$ cat src/rtl/regfile_initiator.sv
// regfile_initiator
// Command sequencer that owns all access timing to one register file instance.
// Requests arrive over a valid/ready handshake, are executed against the
// register file in a single EXEC cycle, and read results (plus optional write
// acknowledgements) are returned over a second valid/ready channel.
//
// Parameters:
//   N - data width in bits
//   M - number of registers (power of two, >= 2); A = $clog2(M)
//
// Ports:
//   clk, reset_n            - clock, asynchronous active-low reset
//   req_valid/req_ready     - request handshake
//   req_write/addr/wdata    - request type, target register, write data
//   rsp_valid/rsp_ready     - response handshake
//   rsp_write/addr/rdata    - echoed type/address, read data (0 for acks)
//   rf_write_enable/addr/data, rf_read_addr - drive the register file
//   rf_read_data            - combinational read data from the register file
//   txn_count               - completed transactions, saturating at 16'hFFFF
//
// Build option:
//   REGFILE_INIT_WRITE_ACK_EN - when defined, writes return an acknowledgement
//   response; when undefined, writes are posted and return nothing.

module regfile_initiator #(
  parameter int unsigned N = 8,
  parameter int unsigned M = 4,
  localparam int unsigned A = $clog2(M)
) (
  input  logic         clk,
  input  logic         reset_n,
  input  logic         req_valid,
  output logic         req_ready,
  input  logic         req_write,
  input  logic [A-1:0] req_addr,
  input  logic [N-1:0] req_wdata,
  output logic         rsp_valid,
  input  logic         rsp_ready,
  output logic         rsp_write,
  output logic [A-1:0] rsp_addr,
  output logic [N-1:0] rsp_rdata,
  output logic         rf_write_enable,
  output logic [A-1:0] rf_write_addr,
  output logic [N-1:0] rf_write_data,
  output logic [A-1:0] rf_read_addr,
  input  logic [N-1:0] rf_read_data,
  output logic [15:0]  txn_count
);

  typedef enum logic [1:0] {
    IDLE,
    EXEC,
    RESP
  } state_t;

  state_t       state_q, state_d;
  logic         cmd_write_q, cmd_write_d;
  logic         req_ready_q, req_ready_d;
  logic         rsp_valid_q, rsp_valid_d;
  logic         rsp_write_q, rsp_write_d;
  logic [A-1:0] rsp_addr_q, rsp_addr_d;
  logic [N-1:0] rsp_rdata_q, rsp_rdata_d;
  logic         rf_write_enable_q, rf_write_enable_d;
  logic [A-1:0] rf_write_addr_q, rf_write_addr_d;
  logic [N-1:0] rf_write_data_q, rf_write_data_d;
  logic [A-1:0] rf_read_addr_q, rf_read_addr_d;
  logic [15:0]  txn_count_q, txn_count_d;
  logic [15:0]  txn_count_inc;

  assign txn_count_inc = (txn_count_q == '1) ? txn_count_q : txn_count_q + 16'd1;

  always_comb begin
    state_d           = state_q;
    cmd_write_d       = cmd_write_q;
    req_ready_d       = req_ready_q;
    rsp_valid_d       = rsp_valid_q;
    rsp_write_d       = rsp_write_q;
    rsp_addr_d        = rsp_addr_q;
    rsp_rdata_d       = rsp_rdata_q;
    rf_write_enable_d = 1'b0;
    rf_write_addr_d   = rf_write_addr_q;
    rf_write_data_d   = rf_write_data_q;
    rf_read_addr_d    = rf_read_addr_q;
    txn_count_d       = txn_count_q;

    unique case (state_q)
      IDLE: begin
        // req_ready rises on the first edge after reset and stays up in IDLE.
        req_ready_d = 1'b1;
        if (req_valid && req_ready_q) begin
          // The rf_* registers double as the command registers, so the
          // register file sees the command for the whole EXEC cycle.
          state_d           = EXEC;
          req_ready_d       = 1'b0;
          cmd_write_d       = req_write;
          rf_write_enable_d = req_write;
          rf_write_addr_d   = req_addr;
          rf_write_data_d   = req_wdata;
          rf_read_addr_d    = req_addr;
        end
      end

      EXEC: begin
        if (!cmd_write_q) begin
          state_d     = RESP;
          rsp_valid_d = 1'b1;
          rsp_write_d = 1'b0;
          rsp_addr_d  = rf_read_addr_q;
          rsp_rdata_d = rf_read_data;
        end else begin
`ifdef REGFILE_INIT_WRITE_ACK_EN
          state_d     = RESP;
          rsp_valid_d = 1'b1;
          rsp_write_d = 1'b1;
          rsp_addr_d  = rf_write_addr_q;
          rsp_rdata_d = '0;
`else
          state_d     = IDLE;
          req_ready_d = 1'b1;
          txn_count_d = txn_count_inc;
`endif
        end
      end

      RESP: begin
        if (rsp_ready) begin
          state_d     = IDLE;
          rsp_valid_d = 1'b0;
          req_ready_d = 1'b1;
          txn_count_d = txn_count_inc;
        end
      end

      default: begin
        state_d     = IDLE;
        req_ready_d = 1'b0;
        rsp_valid_d = 1'b0;
      end
    endcase
  end

  always_ff @(posedge clk or negedge reset_n) begin
    if (!reset_n) begin
      state_q           <= IDLE;
      cmd_write_q       <= 1'b0;
      req_ready_q       <= 1'b0;
      rsp_valid_q       <= 1'b0;
      rsp_write_q       <= 1'b0;
      rsp_addr_q        <= '0;
      rsp_rdata_q       <= '0;
      rf_write_enable_q <= 1'b0;
      rf_write_addr_q   <= '0;
      rf_write_data_q   <= '0;
      rf_read_addr_q    <= '0;
      txn_count_q       <= '0;
    end else begin
      state_q           <= state_d;
      cmd_write_q       <= cmd_write_d;
      req_ready_q       <= req_ready_d;
      rsp_valid_q       <= rsp_valid_d;
      rsp_write_q       <= rsp_write_d;
      rsp_addr_q        <= rsp_addr_d;
      rsp_rdata_q       <= rsp_rdata_d;
      rf_write_enable_q <= rf_write_enable_d;
      rf_write_addr_q   <= rf_write_addr_d;
      rf_write_data_q   <= rf_write_data_d;
      rf_read_addr_q    <= rf_read_addr_d;
      txn_count_q       <= txn_count_d;
    end
  end

  assign req_ready       = req_ready_q;
  assign rsp_valid       = rsp_valid_q;
  assign rsp_write       = rsp_write_q;
  assign rsp_addr        = rsp_addr_q;
  assign rsp_rdata       = rsp_rdata_q;
  assign rf_write_enable = rf_write_enable_q;
  assign rf_write_addr   = rf_write_addr_q;
  assign rf_write_data   = rf_write_data_q;
  assign rf_read_addr    = rf_read_addr_q;
  assign txn_count       = txn_count_q;

endmodule

$ cat config.mk
export PLATFORM = sky130hd
export DESIGN_NAME = regfile_initiator
export DESIGN_NICKNAME = d
export VERILOG_FILES = /design/src/rtl/regfile_initiator.sv
export SDC_FILE = /design/constraint.sdc
export NUM_CORES = 1
export LEC_CHECK = 0
export BUFFER_PORTS_ARGS = -buffer_cell sky130_fd_sc_hd__buf_2
export CORE_ASPECT_RATIO = 0.5
export CORE_MARGIN = 1.5
export CORE_UTILIZATION = 28
export CTS_BUF_LIST = sky130_fd_sc_hd__clkbuf_8
export DETAILED_ROUTE_END_ITERATION = 12
export GPL_TIMING_DRIVEN = 0
export PLACE_DENSITY = 0.54
export RECOVER_POWER = 50
export SLEW_MARGIN = 10
export SYNTH_ARGS = -nofsm -noshare
export SYNTH_HDL_FRONTEND = slang
export SYNTH_SLANG_ARGS = --single-unit
export TNS_END_PERCENT = 20
$ cat constraint.sdc
create_clock -name clk -period 2.06 [get_ports clk]
set_input_delay 0.412 -clock clk [delete_from_list [all_inputs] [get_ports clk]]
set_output_delay 0.412 -clock clk [all_outputs]
set_load 0.02 [all_outputs]
[After elaboration in Yosys (flattened, before gate mapping)]
Cells that the tools add are included.
Operators by class
  multipliers: 0
  reductions and logical operators: 9
  bitwise logic cells: 2
  order comparisons: 0
  equal/unequal tests: 7
  shifts and indexed selects: 0
  divide/modulo/power cells: 0
  add/subtract/negate cells: 1
  mux-type cells: 17
Operators with widths (count)
  two-way mux 16 bit: 3
  one-hot mux 16 bit (2 select lines): 1
  adder 16 x 1 -> 16 bit (second input constant): 1
  equality test 16 bit (second input constant): 1
  != test 2 bit (second input constant): 4
  AND reduction 2 bit: 4
  two-way mux 1 bit: 7
  two-way mux 2 bit: 3
  one-hot mux 1 bit (3 select lines): 2
  one-hot mux 2 bit (3 select lines): 1
  AND reduction 3 bit: 2
  equality test 2 x 1 -> 1 bit (second input constant): 1
  equality test 2 bit (second input constant): 1
  logical NOT 2 bit: 1
  inverter 1 bit: 2
  nonzero test 2 bit: 1
  logical AND 1 bit: 1
Storage, ports and cells
  flip-flop bits (word level): 42
  bits in read-only memories: 0
  memories: 0
  word-level logic and storage cells: 46
  latch bits: 0
  memory bits (writable): 0
  input port bits: 23

[Logic depth before layout (Yosys ltp)]
Gate-level depths: netlist (run 1).
  depth after elaboration: 4
  mapped depth: 8
  depth with buffers taken out: 6

[Worst setup path after synthesis (run 1)]
OpenSTA, ideal clock, no wires.
  kind: reg-to-reg
  start point: register state_q[0]
  end point: register txn_count_q[14], in the netlist txn_count[14]
  slack: 122 ps
  library setup time: 80 ps
  path buffers: 2
  arrival: 1859 ps
  period minus slack after synthesis: 1938 ps
  stages on the path, launching flop included: 9
  path through: dfrtp_1 -> inv_1 -> ha_1 -> nor2b_4 -> buf_6 -> or4b_1 -> buf_2 -> nor4_2 -> xor2_1
On the way
  longest elaborated chain between the ends: 3
  elaborated cells between the ends (all ways): 7
Ends and longest elaborated chain
  start, declared: line 56  | state_t state_q, state_d;
  start signal, assigned: line 157  | state_q <= state_d;
  equality test 2 x 1 -> 1 bit / equality test 2 bit (equally long branches): line 86  | unique case (state_q)
  != test 2 bit (no line) / nonzero test 2 bit (equally long branches)
  AND reduction 3 bit (no line)
  end signal, assigned: line 168  | txn_count_q <= txn_count_d;
  end, declared: line 67  | logic [15:0] txn_count_q, txn_count_d;
Several ways; a longest one is shown, not always the timed one.
A chain may end at the register's enable or synchronous reset.

[Worst setup path after layout (run 1)]
  start point: register state_q[0]
  end point: register txn_count_q[1], in the netlist txn_count[1]
Same word-level chain as after synthesis.

==> results_dict.tcl, run 1 <==
set metrics [dict create \
    crit_start "state_q[0]" \
    grt_overflow 0 \
    max_clock_freq_mhz 503 \
    p_leak_nw 1.23 \
    utilization_pct 39.0 \
    start_util_pct 30.1 \
    r2r_start "state_q[0]" \
    top_layer_used "met4" \
    clockBufferDepth 2 \
    power_frac_comb_pct 43.1 \
    p_per_area_nw_per_um2 1450 \
    tightest_slew_ns 1.05 \
    antenna_found_initial 0 \
    rows 20 \
    period_needed_ns 1.99 \
    synth_cell_types 35 \
    status "complete, no violations" \
    power_mw 3.56 \
    crit_path_end_kind "flip-flop" \
    dp_cells 320 \
    grt_pass1_vias 1392 \
    ant_nets 0 \
    hold_class "in2async" \
    fin_ws_ns 0.0718 \
    fin_nets 267 \
    yosysTopAreaCell "dfrtp_1" \
    wl_um 4100 \
    clock_power_share_pct 18.2 \
    wl_met1_um 2010 \
    avgViaCountPerCell 4.48 \
    power.internal_mw 2.08 \
    syn_to_final_growth_pct 29.5 \
    final_area_um2 2450 \
    met2_length_um 1860 \
    skew_ns 0.00470 \
    rsz0062_at_grt "true" \
    power_frac_seq_pct 38.7 \
    die_h_um 61.1 \
    grt_max_degree 43 \
    gp_congestion 0.751 \
    worstSkewPairLatency_ns 0.29 \
    final_cell_mix "buf_2, dfrtp_1, nand2_1, clkbuf_1, xor2_1" \
    place_ws_ns -0.0560 \
    wl_met3_um 197 \
    h-tree-depth 2 \
    clk_pin_slew_ns 0.08 \
    dieArea_um2 7280 \
    dpl_cell_area_um2 2320 \
    yosys_warnings 0 \
    crit_fanout 9 \
    io_pins 65 \
    syn-instance-count 169 \
    cts_tree "done" \
    grt_use_total_pct 11.8 \
    cts_made_buffers 5 \
    setup_violations 0 \
    diodes 0 \
    routedWlPerCell_um 12.5 \
    synthesis.nets 197 \
    hold_buffers 0 \
    maxCapViolCount 0 \
    grt_pass1_wl_um 6700 \
    relSlewSlack_pct 30.0 \
    slew_viol_final 0 \
    start_kind "flip-flop" \
    syn_avg_cell_area_um2 11.2 \
    post-route-drc-count 0 \
    drive_gt1_share_pct 33.3 \
    cts_root_buffer "clkbuf_8" \
    ys_ff_latch 42 \
    yosysSeqAreaShare_pct 55.6 \
    critPathArrivalTime_ns 2.17 \
    ys_top_cells_by_area "dfrtp_1, nand2_1, xor2_1" \
    via_count 1471 \
    n_fill_cell 638 \
    stdcell_count 328 \
    dpl.hpwl_um 2940 \
    first_pass_iters 4 \
    die_w_um 119 \
    hold_slack_ns 0.297 \
    sw_frac_of_total_pct 41.6 \
    synthesis.area_um2 1890 \
    synth_top_area_share_pct 55.6 \
    clock_sink_count 42 \
    final_common_cell "buf_2" \
    port_buffers 63 \
    ir_worst_vdd_v 0.000333 \
    setup_tns_ns 0 \
    hold_viol 0 \
    worst_ep_required_time_ns 2.24 \
    core_region_area_um2 6280 \
    crit_type "reg2reg" \
    drt_iter0_markers 62 \
    power_switching_mw 1.48 \
    finalCritPeriodShare_pct 96.5 \
]
==> area by class of cell <==
cell class	count	area, µm²	share of cell area (%)
Timing Repair Buffer	64	300	12.3
Inverter	3	11.3	0.460
Buffer	7	45.0	1.84
Clock inverter	3	40.0	1.64
Multi-Input combinational cell	116	822	33.6
Sequential cell	42	1050	42.9
Tap cell	88	110	4.50
Clock buffer	5	68.8	2.81
==> flip-flops by register name, summed over array words and instances, names as in the netlist <==
name	flops
rf_read_addr	2
rsp_valid	1
rf_write_enable	1
state_q	2
cmd_write_q	1
rsp_rdata	8
txn_count	16
rf_write_data	8
req_ready	1
rsp_addr	2
==> power groups by stage <==
stage / Combinational [mW] / Sequential (mW) / Clock (mW)
floorplan: 0.730 / 1.70 / 0
global placement: 1.55 / 1.37 / 0
detailed placement: 1.58 / 1.39 / 0
CTS: 1.60 / 1.37 / 0.667
global route: 1.70 / 1.43 / 0.700
finish: 1.54 / 1.38 / 0.646
==> cells in the mapped netlist (all sizes together) <==
cell and number:
and4 2, nor2 4, nand3b 1, o21ai 3, nand4 7, or4b 1
a21oi 2, o32a 1, nor3 6, dfrtp 42, nand3 4, mux2 11
o21a 1, o41ai 1, nand2 36, conb 1, and2 1, nor4 8
clkbuf 2, nand2b 1, nor2b 2, o31ai 2, nor3b 1, buf 6
a21o 1, xor2 14, ha 5, inv 3
==> path summary, 6_finish.rpt <==
kind                       slack (ns)             to  cells past startpoint
min reg2reg                      0.48   rsp_rdata[1]                      2
max in group asynchronous        1.12   rsp_rdata[4]                      1
max reg2reg                      0.07   txn_count[1]                      7
min                              0.30  txn_count[10]                      1
min in group clk                 0.31   rsp_rdata[5]                      3
max                              0.07   txn_count[1]                      7
==> cells by family after synthesis <==
| family | share of synthesized area [%] |
|---|---|
| adder cells (fa/ha/maj) | 3.31 |
| XOR/XNOR | 6.49 |
| flip-flops | 55.6 |
| multiplexers | 6.55 |
| buffers and inverters | 3.24 |
| AO/OA/AOI/OAI | 3.97 |
| AND/OR/NAND/NOR | 20.6 |
| other | 0.198 |
==> layer usage <==
metal	vias to the layer above	track usage [%]
li1	717	-
met3	2	3.52
met2	33	19.0
met1	719	16.1
met5	-	0
met4	0	3.10
==> critical path, cell delays in order, from the launching register on <==
cell,delay (ns)
dfrtp_1,0.40
inv_2,0.06
ha_1,0.19
nor2b_4,0.12
buf_6,0.12
nand3b_1,0.35
nor2_1,0.28
mux2_1,0.34
==> repair_timing <==
| action | in CTS | in global routing |
|---|---|---|
| buffers inserted | 1 | 0 |
| pin swaps | 0 | 3 |
| endpoints found under the setup margin | 4 | 10 |
| resized for setup | 6 | 5 |
Note: power is estimated with default switching activity, not from simulation.
==> run 2, diff against run 1 <==
- REMOVE_ABC_BUFFERS: default -> 1
==> run 2 against run 1 <==
- non-clock buffer count shrank 6
- fmax rose by 0.70%
- routed wire length is 4.9% lower
- sequential power barely moved
- clock power decreased by 24%
- sequential share of layout area rose by 1.6 points
- via count shrank 2.6%
- critical path depth fell by 1
- critical endpoint is now txn_count[14]
- core utilization decreased by 1.4 points
- register-to-register slack barely moved
- die area did not move
==> results_dict.tcl, run 2 (synthesis results as in run 1) <==
set metrics [dict create \
    crit_path_end_kind "flip-flop" \
    core_region_area_um2 6280 \
    h-tree-depth 2 \
    dieArea_um2 7280 \
    slew_viol_final 0 \
    routedWlPerCell_um 12.2 \
    grt_pass1_vias 1302 \
    tightest_slew_ns 1.03 \
    worst_ep_required_time_ns 2.27 \
    hold_class "in2async" \
    crit_start "state_q[1]" \
    skew_ns 0.00359 \
    dpl.hpwl_um 2800 \
    io_pins 65 \
    setup_violations 0 \
    first_pass_iters 4 \
    port_buffers 63 \
    finalCritPeriodShare_pct 95.8 \
    hold_viol 0 \
    post-route-drc-count 0 \
    critPathArrivalTime_ns 2.19 \
    r2r_start "state_q[1]" \
    place_ws_ns -0.260 \
    hold_buffers 0 \
    fin_nets 261 \
    maxCapViolCount 0 \
    p_leak_nw 1.19 \
    period_needed_ns 1.97 \
    final_cell_mix "buf_2, dfrtp_1, nand2_1, clkbuf_1, xor2_1" \
    start_kind "flip-flop" \
    crit_buf_inv 1 \
    drive_gt1_share_pct 30.9 \
    drt_iter0_markers 59 \
    ant_nets 0 \
    cp_slowest_cell "or4b_4" \
    rsz0062_at_grt "false" \
    relSlewSlack_pct 31.3 \
    worstSkewPairLatency_ns 0.29 \
    antenna_found_initial 0 \
    grt_use_total_pct 10.8 \
    gp_congestion 0.755 \
    via_count 1433 \
    wl_um 3900 \
    diodes 0 \
    clk_pin_slew_ns 0.08 \
    cts_made_buffers 5 \
    ir_worst_vdd_v 0.000320 \
    start_util_pct 30.1 \
    grt_pass1_wl_um 6020 \
    max_clock_freq_mhz 506 \
    clock_sink_count 42 \
    setup_tns_ns 0 \
    crit_fanout 14 \
    cts_root_buffer "clkbuf_8" \
    syn_to_final_growth_pct 25.0 \
    clockBufferDepth 2 \
    die_w_um 119 \
    largest_reg_flops 16 \
    rows 20 \
    fin_ws_ns 0.0855 \
    die_h_um 61.1 \
    cpPeakStageDelay_ns 0.57 \
    grt_max_degree 43 \
    p_per_area_nw_per_um2 1430 \
    avgViaCountPerCell 4.46 \
    crit_type "reg2reg" \
    cts_tree "done" \
    grt_overflow 0 \
    cp_top_family "simple AND/OR/NAND/NOR gates" \
    status "complete, no violations" \
    final_common_cell "buf_2" \
    crit_path_cell_trace "inv_1 -> ha_1 -> nor2b_4 -> or4b_4 -> nor4_2 -> xor2_1" \
]
## run 2: final cells by class
| class | count | area, µm² |
|---|---|---|
| Clock buffer | 5 | 68.8 |
| Clock inverter | 2 | 10.0 |
| Fill cell | 637 | 3920 |
| Inverter | 3 | 11.3 |
| Multi-Input combinational cell | 116 | 805 |
| Sequential cell | 42 | 1050 |
| Tap cell | 88 | 110 |
| Timing Repair Buffer | 65 | 307 |
## run 2: metal layers
layer	GRT usage, %	vias to the layer above	routed length, µm
li1	-	707	-
met1	13.3	689	1810
met2	18.9	32	1870
met3	2.96	5	184
met4	4.13	0	32
met5	0	-	0
## run 2: report_power, final
part | internal (mW) | leakage [nW] | switching [mW]
sequential | 1.14 | 0.531 | 0.221
combinational | 0.585 | 0.617 | 0.948
clock | 0.227 | 0.0438 | 0.264
## run 2: through the flow
| step | hold WS (ns) | cells | utilization [%] | cell area (µm²) | total power, mW |
|---|---|---|---|---|---|
| 2_1_floorplan | 0.116 | 161 | - | 1840 | 2.37 |
| 3_3_place_gp | 0.454 | 312 | 36.1 | 2270 | 2.86 |
| 3_5_place_dp | 0.457 | 312 | 36.1 | 2270 | 2.89 |
| 4_1_cts | 0.289 | 321 | 37.8 | 2370 | 3.46 |
| 5_1_grt | 0.307 | 321 | 37.6 | 2360 | 3.64 |
| 6_report | 0.290 | 321 | 37.6 | 2360 | 3.38 |
## run 2: final timing paths
path | to | slack [ns] | depth (start not counted)
max in group asynchronous | rf_read_addr[0] | 1.14 | 1
min in group clk | rsp_rdata[2] | 0.31 | 3
setup / recovery | txn_count[14] | 0.09 | 6
hold reg to reg | rsp_rdata[0] | 0.47 | 2
hold / removal | txn_count[15] | 0.29 | 1
setup reg to reg | txn_count[14] | 0.09 | 6
## run 2: what timing repair did
action                                 4_1_cts  5_1_grt
gates resized for setup                      3        3
setup endpoints to repair                   11        9
endpoints found under the hold margin        0        0
pin swaps                                    2        0
buffers inserted                             2        0
==> run 3, diff against run 2 <==
- ABC_AREA: default -> 1
- SKIP_LAST_GASP: default -> 1
==> run 3 against run 2 <==
- non-clock buffer count decreased by 2
- fmax increased by 8.8%
- flip-flop and latch count unchanged
- synthesized area increased by 12%
- combinational power increased by 3%
- sequential power decreased by 3%
- final area increased by 11%
- clock power increased by 68%
==> results_dict.tcl, run 3 <==
set metrics [dict create \
    status "complete, no violations" \
    first_pass_iters 6 \
    cts_setup_buffers 0 \
    cts_root_buffer "clkbuf_8" \
    crit_path_end_kind "flip-flop" \
    muxShareOfSynthArea_pct 4.27 \
    clock_sink_count 42 \
    synth_cell_types 28 \
    p_leak_nw 1.35 \
    finalCritPeriodShare_pct 88.1 \
    via_count 1796 \
    setup_violations 0 \
    die_h_um 64.4 \
    maxCapViolCount 0 \
    wl_um 4750 \
    r2r_start "state_q[1]" \
    ant_nets 0 \
    yosys.area_share.simple_pct 30.4 \
    antenna_found_initial 0 \
    final_cell_mix "nand2_1, dfrtp_1, buf_2, inv_1, nand3_1" \
    diodes 0 \
    grt_max_degree 43 \
    hold_class "in2async" \
    io_pins 65 \
    grt_pass1_vias 1744 \
    routedWlPerCell_um 11.6 \
    synth_compound_area_share_pct 2.91 \
    n_fill_cell 769 \
    period_needed_ns 1.81 \
    grt_use_total_pct 12.5 \
    crit_type "reg2reg" \
    syn-instance-count 252 \
    skew_ns 0.00759 \
    r2r-end "txn_count[15]" \
    syn_to_final_growth_pct 23.8 \
    ys_ff_latch 42 \
    p_per_area_nw_per_um2 1420 \
    synth_fa_ha_area_share_pct 2.97 \
    synth_top_area_share_pct 49.8 \
    synthXorXnorAreaFrac_pct 2.08 \
    yosysSeqAreaShare_pct 49.8 \
    power_mw 3.71 \
    largest_reg_flops 16 \
    ys_top_cells_by_area "dfrtp_1, nand2_1, nand3_1" \
    core_region_area_um2 7320 \
    port_buffers 63 \
    ys.flop_type "dfrtp_1" \
    wl_met1_um 2130 \
    grt_overflow 0 \
    synth_edf_count 0 \
    met2_length_um 2430 \
    synthArstFlopShare_pct 100 \
    yosysTopAreaCell "dfrtp_1" \
    start_kind "flip-flop" \
    synth.top_cells.by_count "nand2_1, dfrtp_1, inv_1" \
    synth_most_common_cell "nand2_1" \
    final_common_cell "nand2_1" \
    critPathArrivalTime_ns 2.02 \
    synth_top_family_by_area "simple AND/OR/NAND/NOR gates" \
    rows 22 \
    relSlewSlack_pct 30.6 \
    dpl.hpwl_um 3430 \
    avgViaCountPerCell 4.37 \
    drive_gt1_share_pct 22.9 \
    cts_tree "done" \
    fin_nets 342 \
    die_w_um 126 \
    max_clock_freq_mhz 551 \
    syn_avg_cell_area_um2 8.37 \
    reg2reg_slack_ns 0.25 \
    worstSkewPairLatency_ns 0.30 \
    cts_made_buffers 5 \
    synthesis.area_um2 2110 \
    hold_buffers 0 \
    worst_ep_required_time_ns 2.26 \
    wl_met3_um 141 \
    clk_pin_slew_ns 0.09 \
    top_layer_used "met4" \
    dieArea_um2 8100 \
    hold_viol 0 \
    slew_viol_final 0 \
    ir_worst_vdd_v 0.000462 \
    drt_iter0_markers 62 \
    h-tree-depth 2 \
    crit_fanout 17 \
    r2r_cells 10 \
    rsz0062_at_grt "false" \
    start_util_pct 28.8 \
    clockBufferDepth 2 \
    grt_pass1_wl_um 8020 \
    yosys_warnings 0 \
    fin_ws_ns 0.246 \
    tightest_slew_ns 1.04 \
    post-route-drc-count 0 \
    utilization_pct 35.7 \
    gp_congestion 0.768 \
    place_ws_ns -0.118 \
]
## run 3: cell count changes in the layout (fill, tap and decap cells not counted), moves of 4 or more
| cell | delta |
|---|---|
| nor3_1 | -6 |
| nand4_1 | -6 |
| nand2_2 | +5 |
| nor2_1 | +14 |
| nor2_4 | +4 |
| nand3_1 | +20 |
| xor2_1 | -11 |
| nand2_1 | +55 |
| nor4_1 | -4 |
| inv_1 | +22 |
## run 3: power by group
group          switching (mW)  internal, mW  total, mW  leakage (nW)
Combinational            1.09         0.488       1.57         0.750
Sequential              0.196          1.12       1.32         0.531
Clock                   0.305         0.517      0.823        0.0714
Total                    1.59          2.12       3.71          1.35
## run 3: layout make-up
class | count | area (µm²) | area share, %
sequential | 42 | 1050 | 40.2
tap | 96 | 120 | 4.60
clock inverter | 2 | 60.1 | 2.30
timing repair buffer | 63 | 290 | 11.1
multi-input combinational | 176 | 907 | 34.7
inverter | 26 | 100 | 3.83
clock buffer | 6 | 82.6 | 3.16
## run 3: metal layers
| metal | vias to the layer above | track usage [%] |
|---|---|---|
| li1 | 900 | - |
| met1 | 866 | 14.9 |
| met2 | 26 | 22.0 |
| met3 | 4 | 3.35 |
| met4 | 0 | 4.60 |
| met5 | - | 0 |
## run 3: cell families (layout without fill, tap and decap cells)
family / after synthesis / in the layout
AO/OA/AOI/OAI: 10 / 10
AND/OR/NAND/NOR: 147 / 147
buffers and inverters: 34 / 97
flip-flops: 42 / 42
adder cells (fa/ha/maj): 5 / 5
multiplexers: 8 / 8
other: 1 / 1
XOR/XNOR: 5 / 5
## run 3: through the flow
step / instance area (µm²) / TNS [ns] / hold slack [ns] / std cells
2_1_floorplan: 2050 / 0 / 0.116 / 244
3_3_place_gp: 2490 / -0.457 / 0.458 / 403
3_5_place_dp: 2490 / -0.882 / 0.464 / 403
4_1_cts: 2630 / 0 / 0.280 / 411
5_1_grt: 2610 / 0 / 0.311 / 411
6_report: 2610 / 0 / 0.275 / 411
## run 3: worst max path at each step
stage	end	startpoint
final	txn_count[15]	state_q[1]
after global routing	txn_count[10]	state_q[1]
after CTS	txn_count[10]	state_q[1]
after detailed placement	txn_count[10]	state_q[1]
after global placement	txn_count[10]	state_q[1]
after floorplan	txn_count[9]	state_q[1]
## run 3: what timing repair did
item,CTS,global route
gates cloned,0,0
hold endpoints to repair,0,0
setup endpoints to repair,13,12
gates resized for setup,1,3
## run 3: critical path, stage by stage, from the launching register on
cell and delay, ns:
dfrtp_1 0.38, inv_1 0.09, ha_1 0.22, nand2_2 0.25, nand2_2 0.16, inv_4 0.19, nand3_1 0.09, nor2_1 0.14
nand2_1 0.07, nand2_1 0.08, nand2_1 0.04
